## src/rtl/keypad_unit_pkg.sv

```systemverilog
`default_nettype none
// ============================================================================
//  Module      : keypad_unit_pkg
//  Description : Shared keypad definitions: key codes ({row,col}), matrix
//                size, default operand length, datapath width and helpers
//                that translate a key code into a decimal digit.
//  Revision    : 1.0 - initial release
// ============================================================================
package keypad_unit_pkg;

   localparam int ISA_WIDTH         = 32;
   localparam int KEYPAD_ROWS       = 4;
   localparam int KEYPAD_COLS       = 4;
   localparam int DIGIT_MAX_DEFAULT = 8;

   typedef logic [3:0] key_code_t;

   // Key code = {row[1:0], col[1:0]}; layout 1 2 3 A / 4 5 6 B / 7 8 9 C / * 0 # D
   localparam key_code_t KEY_1    = 4'd0;
   localparam key_code_t KEY_2    = 4'd1;
   localparam key_code_t KEY_3    = 4'd2;
   localparam key_code_t KEY_A    = 4'd3;
   localparam key_code_t KEY_4    = 4'd4;
   localparam key_code_t KEY_5    = 4'd5;
   localparam key_code_t KEY_6    = 4'd6;
   localparam key_code_t KEY_B    = 4'd7;
   localparam key_code_t KEY_7    = 4'd8;
   localparam key_code_t KEY_8    = 4'd9;
   localparam key_code_t KEY_9    = 4'd10;
   localparam key_code_t KEY_C    = 4'd11;
   localparam key_code_t KEY_STAR = 4'd12;
   localparam key_code_t KEY_0    = 4'd13;
   localparam key_code_t KEY_HASH = 4'd14;
   localparam key_code_t KEY_D    = 4'd15;

   function automatic logic key_is_digit(input key_code_t k);
      case (k)
         KEY_0, KEY_1, KEY_2, KEY_3, KEY_4,
         KEY_5, KEY_6, KEY_7, KEY_8, KEY_9: key_is_digit = 1'b1;
         default:                           key_is_digit = 1'b0;
      endcase
   endfunction

   function automatic logic [3:0] key_digit(input key_code_t k);
      case (k)
         KEY_1:   key_digit = 4'd1;
         KEY_2:   key_digit = 4'd2;
         KEY_3:   key_digit = 4'd3;
         KEY_4:   key_digit = 4'd4;
         KEY_5:   key_digit = 4'd5;
         KEY_6:   key_digit = 4'd6;
         KEY_7:   key_digit = 4'd7;
         KEY_8:   key_digit = 4'd8;
         KEY_9:   key_digit = 4'd9;
         default: key_digit = 4'd0;
      endcase
   endfunction

endpackage : keypad_unit_pkg
`default_nettype wire

```

## src/rtl/keypad_unit_if.sv

```systemverilog
`default_nettype none
// ============================================================================
//  Module      : keypad_unit_if
//  Description : Level handshake between the keypad unit and data_mem.
//                master = keypad unit (produces operand), slave = data_mem.
//  Ports       : keypad_read_enable   - data_mem requests an operand
//                keypad_read_complete - operand is valid and held
//                keypad_data          - binary operand
//  Revision    : 1.0 - initial release
// ============================================================================
interface keypad_unit_if
   import keypad_unit_pkg::*;
();
   logic                 keypad_read_enable;
   logic                 keypad_read_complete;
   logic [ISA_WIDTH-1:0] keypad_data;

   modport master (
      input  keypad_read_enable,
      output keypad_read_complete,
      output keypad_data
   );

   modport slave (
      output keypad_read_enable,
      input  keypad_read_complete,
      input  keypad_data
   );
endinterface : keypad_unit_if
`default_nettype wire

```

## src/rtl/keypad_unit_scanner.sv

```systemverilog
`default_nettype none
// ============================================================================
//  Module      : keypad_scanner
//  Description : Synchronises the active-low rows, rotates a one-cold column
//                drive and debounces both press and release of single keys.
//  Ports       : clk, rst_n  - clock / async active-low reset
//                row_in      - raw rows (active-low, asynchronous)
//                col_out     - one-cold column drive
//                key_code    - {row,col} of the last debounced key
//                key_event   - one-cycle strobe per debounced press
//  Revision    : 1.0 - initial release
// ============================================================================
module keypad_scanner
   import keypad_unit_pkg::*;
#(
   parameter int SCAN_DIV     = 50000,
   parameter int DEBOUNCE_CNT = 200000
)(
   input  logic      clk,
   input  logic      rst_n,
   input  logic [3:0] row_in,
   output logic [3:0] col_out,
   output key_code_t key_code,
   output logic      key_event
);
   localparam int SD_W = (SCAN_DIV > 1) ? $clog2(SCAN_DIV) : 1;
   localparam int DB_W = $clog2(DEBOUNCE_CNT + 1);

   localparam logic [1:0] c_SCAN         = 2'd0;
   localparam logic [1:0] c_DEBOUNCE     = 2'd1;
   localparam logic [1:0] c_WAIT_RELEASE = 2'd2;

   logic [3:0]      r_row_meta, r_row_sync;
   logic [1:0]      r_state;
   logic [1:0]      r_col;
   logic [SD_W-1:0] r_div;
   logic [DB_W-1:0] r_db;
   logic [3:0]      r_pattern;
   key_code_t       r_key_code;
   logic            r_key_event;

   logic            w_slot_end, w_db_done, w_one_low;
   logic [1:0]      w_row_idx;

   assign w_slot_end = (r_div == SD_W'(SCAN_DIV - 1));
   assign w_db_done  = (r_db == DB_W'(DEBOUNCE_CNT - 1));

   // A key is only accepted when exactly one row is pulled low.
   always_comb begin
      w_one_low = 1'b1;
      w_row_idx = 2'd0;
      case (r_row_sync)
         4'b1110: w_row_idx = 2'd0;
         4'b1101: w_row_idx = 2'd1;
         4'b1011: w_row_idx = 2'd2;
         4'b0111: w_row_idx = 2'd3;
         default: w_one_low = 1'b0;
      endcase
   end

   always_ff @(posedge clk or negedge rst_n) begin
      if (!rst_n) begin
         r_row_meta  <= 4'hF;
         r_row_sync  <= 4'hF;
         r_state     <= c_SCAN;
         r_col       <= 2'd0;
         r_div       <= '0;
         r_db        <= '0;
         r_pattern   <= 4'hF;
         r_key_code  <= 4'd0;
         r_key_event <= 1'b0;
      end else begin
         r_row_meta  <= row_in;
         r_row_sync  <= r_row_meta;
         r_key_event <= 1'b0;
         case (r_state)
            c_SCAN: begin
               if (w_slot_end) begin
                  r_div <= '0;
                  if (w_one_low) begin
                     // Column stays frozen on the pressed key until release.
                     r_key_code <= {w_row_idx, r_col};
                     r_pattern  <= r_row_sync;
                     r_db       <= '0;
                     r_state    <= c_DEBOUNCE;
                  end else begin
                     r_col <= r_col + 2'd1;
                  end
               end else begin
                  r_div <= r_div + SD_W'(1);
               end
            end
            c_DEBOUNCE: begin
               if (r_row_sync == r_pattern) begin
                  if (w_db_done) begin
                     r_key_event <= 1'b1;
                     r_db        <= '0;
                     r_state     <= c_WAIT_RELEASE;
                  end else begin
                     r_db <= r_db + DB_W'(1);
                  end
               end else begin
                  r_db    <= '0;
                  r_state <= c_SCAN;
               end
            end
            c_WAIT_RELEASE: begin
               if (r_row_sync == 4'hF) begin
                  if (w_db_done) begin
                     r_db    <= '0;
                     r_state <= c_SCAN;
                  end else begin
                     r_db <= r_db + DB_W'(1);
                  end
               end else begin
                  r_db <= '0;
               end
            end
            default: r_state <= c_SCAN;
         endcase
      end
   end

   assign col_out   = ~(4'b0001 << r_col);
   assign key_code  = r_key_code;
   assign key_event = r_key_event;

endmodule : keypad_scanner
`default_nettype wire

```

## src/rtl/keypad_unit.sv

```systemverilog
`default_nettype none
// ============================================================================
//  Module      : keypad_unit
//  Description : Matrix keypad front end. Builds decimal operands for
//                keypad-read instructions, hands them to data_mem via a level
//                handshake, and raises pause/resume/UART-start pulses.
//  Ports       : clk, rst_n    - clock / async active-low reset
//                row_in        - keypad rows (active-low, async)
//                col_out       - keypad column drive (one-cold)
//                kbus          - operand handshake (enable/complete/data)
//                digit_count   - digits entered so far
//                cpu_pause, cpu_resume, uart_start - one-cycle pulses
//  Revision    : 1.0 - initial release
// ============================================================================
module keypad_unit
   import keypad_unit_pkg::*;
#(
   parameter int SCAN_DIV     = 50000,
   parameter int DEBOUNCE_CNT = 200000,
   parameter int DIGIT_MAX    = DIGIT_MAX_DEFAULT
)(
   input  logic          clk,
   input  logic          rst_n,
   input  logic [3:0]    row_in,
   output logic [3:0]    col_out,
   keypad_unit_if.master kbus,
   output logic [3:0]    digit_count,
   output logic          cpu_pause,
   output logic          cpu_resume,
   output logic          uart_start
);
   localparam logic [ISA_WIDTH-1:0] c_TEN       = ISA_WIDTH'(10);
   localparam logic [3:0]           c_DIGIT_MAX = 4'(DIGIT_MAX);

   key_code_t            w_key_code;
   logic                 w_key_event;
   logic                 w_enable;

   logic [ISA_WIDTH-1:0] r_data;
   logic [3:0]           r_count;
   logic                 r_complete;
   logic                 r_paused;
   logic                 r_pause, r_resume, r_uart;

   keypad_scanner #(
      .SCAN_DIV     (SCAN_DIV),
      .DEBOUNCE_CNT (DEBOUNCE_CNT)
   ) u_scanner (
      .clk       (clk),
      .rst_n     (rst_n),
      .row_in    (row_in),
      .col_out   (col_out),
      .key_code  (w_key_code),
      .key_event (w_key_event)
   );

   assign w_enable = kbus.keypad_read_enable;

   always_ff @(posedge clk or negedge rst_n) begin
      if (!rst_n) begin
         r_data     <= '0;
         r_count    <= 4'd0;
         r_complete <= 1'b0;
         r_paused   <= 1'b0;
         r_pause    <= 1'b0;
         r_resume   <= 1'b0;
         r_uart     <= 1'b0;
      end else begin
         r_pause  <= 1'b0;
         r_resume <= 1'b0;
         r_uart   <= 1'b0;

         // data_mem has consumed the operand: release it in one step.
         // Every operand key is a no-op in this cycle anyway (complete=1).
         if (!w_enable && r_complete) begin
            r_complete <= 1'b0;
            r_data     <= '0;
            r_count    <= 4'd0;
         end else if (w_key_event) begin
            if (key_is_digit(w_key_code)) begin
               if (w_enable && !r_complete && (r_count < c_DIGIT_MAX)) begin
                  r_data  <= r_data * c_TEN + ISA_WIDTH'(key_digit(w_key_code));
                  r_count <= r_count + 4'd1;
               end
            end else begin
               case (w_key_code)
                  KEY_C: begin
                     if (!r_complete && (r_count != 4'd0)) begin
                        r_data  <= r_data / c_TEN;
                        r_count <= r_count - 4'd1;
                     end
                  end
                  KEY_D: begin
                     if (!r_complete) begin
                        r_data  <= '0;
                        r_count <= 4'd0;
                     end
                  end
                  KEY_HASH: begin
                     if (w_enable) r_complete <= 1'b1;
                  end
                  default: ;
               endcase
            end
         end

         // Interrupt keys act independently of the operand handshake.
         if (w_key_event) begin
            if (w_key_code == KEY_A) begin
               r_paused <= ~r_paused;
               if (r_paused) r_resume <= 1'b1;
               else          r_pause  <= 1'b1;
            end else if ((w_key_code == KEY_B) && !r_paused) begin
               r_uart <= 1'b1;
            end
         end
      end
   end

   assign kbus.keypad_read_complete = r_complete;
   assign kbus.keypad_data          = r_data;
   assign digit_count               = r_count;
   assign cpu_pause                 = r_pause;
   assign cpu_resume                = r_resume;
   assign uart_start                = r_uart;

endmodule : keypad_unit
`default_nettype wire

```

## src/flat_wrapper.sv

```systemverilog
// flat-port wrapper written by rule: the top's interface ports become plain ports
module keypad_unit_flat import keypad_unit_pkg::*;
#(
   parameter int SCAN_DIV     = 50000,
   parameter int DEBOUNCE_CNT = 200000,
   parameter int DIGIT_MAX    = DIGIT_MAX_DEFAULT
)
  (clk, rst_n, row_in, col_out, digit_count, cpu_pause, cpu_resume, uart_start, kbus_keypad_read_enable, kbus_keypad_read_complete, kbus_keypad_data);
  keypad_unit_if kbus_i ();
  input  logic clk;
  input  logic rst_n;
  input  logic [3:0] row_in;
  output logic [3:0] col_out;
  output logic [3:0] digit_count;
  output logic cpu_pause;
  output logic cpu_resume;
  output logic uart_start;
  input wire logic [$bits(kbus_i.keypad_read_enable)-1:0] kbus_keypad_read_enable;
  output wire logic [$bits(kbus_i.keypad_read_complete)-1:0] kbus_keypad_read_complete;
  output wire logic [$bits(kbus_i.keypad_data)-1:0] kbus_keypad_data;
  assign kbus_i.keypad_read_enable = kbus_keypad_read_enable;
  assign kbus_keypad_read_complete = kbus_i.keypad_read_complete;
  assign kbus_keypad_data = kbus_i.keypad_data;
  keypad_unit #(.SCAN_DIV(SCAN_DIV), .DEBOUNCE_CNT(DEBOUNCE_CNT), .DIGIT_MAX(DIGIT_MAX)) u_core (.clk(clk), .rst_n(rst_n), .row_in(row_in), .col_out(col_out), .kbus(kbus_i), .digit_count(digit_count), .cpu_pause(cpu_pause), .cpu_resume(cpu_resume), .uart_start(uart_start));
endmodule
```

## config.mk

```make
export PLATFORM = sky130hd
export DESIGN_NAME = keypad_unit_flat
export DESIGN_NICKNAME = d
export VERILOG_FILES = /design/src/rtl/keypad_unit_pkg.sv /design/src/rtl/keypad_unit_if.sv /design/src/rtl/keypad_unit_scanner.sv /design/src/rtl/keypad_unit.sv /design/src/flat_wrapper.sv
export SDC_FILE = /design/constraint.sdc
export NUM_CORES = 1
export LEC_CHECK = 0
export CORE_MARGIN = 8
export CORE_UTILIZATION = 65
export CTS_BUF_LIST = sky130_fd_sc_hd__clkbuf_16
export DETAILED_ROUTE_END_ITERATION = 8
export DONT_BUFFER_PORTS = 1
export PLACE_DENSITY_LB_ADDON = 0.1
export SYNTH_ARGS = -nofsm -noshare
export SYNTH_HDL_FRONTEND = slang
export SYNTH_HIERARCHICAL = 1
export SYNTH_SLANG_ARGS = --single-unit
```

## constraint.sdc

```tcl
create_clock -name clk -period 13.9 [get_ports clk]
set_clock_uncertainty 0.2 [all_clocks]
set_input_delay 2.085 -clock clk [delete_from_list [all_inputs] [get_ports clk]]
set_output_delay 2.085 -clock clk [all_outputs]
set_load 0.01 [all_outputs]
```

==> impl_metrics.py <==
metrics = {
    "run_status": {
        "outcome": "finished clean",
    },
    "timing": {
        "max_freq_mhz": 77.4,
        "totalNegativeSetupSlack_ns": 0,
        "worst_slew_pin_slew_ns": 1.15,
        "setup_viol": 0,
        "hold_violations": 0,
        "period_needed_ns": 12.93,
        "relSlewSlack_pct": 23.4,
        "rsz0062_at_grt": "false",
        "drv_slew": 0,
        "finalCritPeriodShare_pct": 93.0,
    },
    "logic_synthesis": {
        "synth.distinct_cells": 126,
        "synth_edf_count": 0,
        "synth_compound_area_share_pct": 31.8,
        "synth_top_family_by_area": "compound AO/OA/AOI/OAI gates",
        "synth.largest_area_cell": "dfrtp_1",
        "synth_top_area_share_pct": 18.0,
        "synthSimpleGateAreaFrac_pct": 24.2,
        "synth_seq_cells": 96,
        "synth.area.top_cells": "dfrtp_1, ha_1, nand2_1",
        "synth_fa_ha_area_share_pct": 8.25,
        "synthMuxAreaShare_pct": 2.12,
        "syn-cell-area_um2": 11700,
        "synth_cells": 1496,
        "async_flop_share_pct": 100,
        "ys_warn_count": 6,
        "synth_xor_area_share_pct": 6.65,
        "synth_ff_type": "dfrtp_1",
        "synth.net_count": 1578,
        "avgSynthCellArea_um2": 7.82,
        "synth-seq-area-share_pct": 20.7,
    },
    "power_and_ir_drop": {
        "finalPower_uw": 537,
        "power_density_nw_per_um2": 45.0,
        "vdd_drop_max_uv": 65.2,
        "p_leak_nw": 4.94,
    },
    "drt": {
        "num_vias": 11500,
        "drt_iter0_drc": 1047,
        "viasPerCell": 6.92,
        "avgRoutedWirePerCell_um": 18.6,
        "wl_mm": 30.9,
        "antenna_left": 0,
        "dr.pass1.iters": 6,
        "route.detailed.drc": 0,
    },
    "global_route": {
        "grt_pass1_vias": 10400,
        "antenna_found_initial": 0,
        "grt_pass1_wl_mm": 51.8,
        "grt_usage_pct": 27.1,
        "overflow": 0,
        "grt_max_degree": 97,
    },
    "critical_path": {
        "cp.arrival_ns": 12.96,
        "cp_top_family": "compound AO/OA/AOI/OAI gates",
        "path_class": "reg2reg",
        "endpoint_kind": "register",
        "cp_slowest_stage_delay_ns": 0.91,
        "required_ns": 13.93,
        "startpoint_type": "register",
        "path_buf_inv": 1,
        "cpMaxStageDelayCell": "dfrtp_1",
        "crit_path_max_fanout": 25,
    },
    "finish": {
        "regArea_um2": 2420,
        "diodes": 0,
        "drive_gt1_share_pct": 8.03,
        "final_common_cell": "nand2_1",
        "nNetsFinal": 1510,
        "area_growth_syn_to_layout_pct": 2.04,
        "layout_common_cells": "nand2_1, nor2_1, o21ai_0",
        "final_area_um2": 11900,
        "fillers": 1496,
        "multi_input_area_um2": 8550,
    },
    "die": {
        "dieArea_um2": 22500,
        "core_area_um2": 17800,
        "die_x_um": 150,
        "start_util_pct": 65.6,
        "dieHeight_um": 150,
        "rows": 49,
        "io_pins": 51,
    },
    "clock_network": {
        "cts-root-buf": "clkbuf_16",
        "cts_htree_levels": 3,
        "cts_setup_buffers": 0,
        "hold_buffers": 0,
        "clock_sinks": 96,
        "cts_tree": "built",
        "path_clk_slew_ns": 0.07,
        "clk_latency_ns": 0.35,
        "cts_inserted_buffers": 9,
        "post_cts_resized": 0,
        "clock_path_buffers": 2,
    },
    "placement": {
        "post_dp_cell_area_um2": 11600,
        "place_hpwl_mm": 21.4,
        "portBuffers": 0,
        "finalWeightedCongestion": 0.913,
    },
    "job": {
        "maxCapViolCount": 0,
    },
    "worst_hold_path": {
        "hp-class": "reg2reg",
    },
}
==> cell families after synthesis <==
kind of cell,after synthesis
buf+inv,169
simple gates,549
xor+xnor,88
flops,96
fa+ha+maj,76
mux,23
compound gates,495
==> worst register-to-register path, delay by kind of cell (launching register included) <==
kind,cells,cell delay (ns)
simple gates,11,3.17
flops,1,0.91
mux,1,0.12
compound gates,22,8.07
buf+inv,1,0.30
==> power by group <==
part	switching [mW]	total [mW]	internal, mW	leakage, nW
Clock	0.111	0.251	0.140	0.149
Combinational	0.00151	0.00282	0.00131	3.63
Sequential	0.00184	0.283	0.282	1.16
==> final timing paths <==
kind | startpoint | end | slack [ns] | depth (start not counted)
max | u_core/kbus.keypad_data[27]$_DFFE_PN0P_ | u_core/kbus.keypad_data[0]$_DFFE_PN0P_ | 0.97 | 35
min | u_core/u_scanner/r_row_meta[2]$_DFF_PN1_ | u_core/u_scanner/r_row_sync[2]$_DFF_PN1_ | 0.17 | 0
max reg2reg | u_core/kbus.keypad_data[27]$_DFFE_PN0P_ | u_core/kbus.keypad_data[0]$_DFFE_PN0P_ | 0.97 | 35
min reg2reg | u_core/u_scanner/r_row_meta[2]$_DFF_PN1_ | u_core/u_scanner/r_row_sync[2]$_DFF_PN1_ | 0.17 | 0
max in group asynchronous | rst_n | u_core/u_scanner/r_row_meta[3]$_DFF_PN1_ | 12.08 | 0
min in group asynchronous | rst_n | u_core/u_scanner/r_db[11]$_DFFE_PN0P_ | 1.22 | 0
==> flip-flops by register name, indices dropped and copies added (netlist names), 2 cells and up <==
name,cells
u_core/u_scanner/r_row_sync,4
u_core/u_scanner/key_code,4
u_core/u_scanner/r_pattern,4
u_core/kbus.keypad_data,32
u_core/u_scanner/r_state,2
u_core/digit_count,4
u_core/u_scanner/r_db,18
u_core/u_scanner/r_col,2
u_core/u_scanner/r_div,16
u_core/u_scanner/r_row_meta,4
==> through the flow <==
stage,setup WS (ns),cells,hold WS (ns),util (%)
final,0.972,1662,0.166,66.9
after global routing,0.0457,1662,0.170,66.9
after CTS,1.34,1662,0.165,66.9
after detailed placement,1.41,1646,0.151,65.3
after global placement,1.88,1646,0.146,65.3
after floorplan,4.09,1496,0.145,-
==> cell type report <==
type	instances	share of cell area (%)
sequential	96	20.2
tap	229	2.40
clock inverter	7	0.608
clock buffer	9	1.89
timing repair buffer	12	0.755
multi-input combinational	1231	71.7
inverter	78	2.45
==> routing by layer <==
metal / wire [µm] / global-route usage (%) / up-vias
met3: 1980 / 3.34 / 52
met5: 0 / 0 / -
met2: 14700 / 44.2 / 454
met1: 13800 / 37.3 / 5463
li1: - / - / 5524
met4: 483 / 7.15 / 0
==> Yosys cell counts, types with 7 or more instances <==
cell and count:
a22o_1 20, a221o_1 9, buf_4 7, dfrtp_1 84, o31ai_1 17, o21ai_0 86, nor4_1 19, nor3b_1 7
a211o_1 7, o21ai_1 20, and2_1 12, xnor2_1 53, nand4_1 21, inv_1 72, o21bai_1 20, a21o_1 26
a211oi_1 15, o22ai_1 19, a22oi_1 9, nand3_1 71, clkbuf_1 54, o211ai_1 23, nor2_1 116, o2111ai_1 7
mux2i_1 11, nand2_1 135, a21oi_1 77, a31oi_1 11, nor3_1 41, nor2b_1 11, a311oi_1 8, xor2_1 34
and3_1 30, ha_1 73, nand2b_1 12, buf_6 7, or3_1 14, buf_2 20, mux2_2 10, dfstp_2 12
Note: power is estimated with default switching activity, not from simulation.
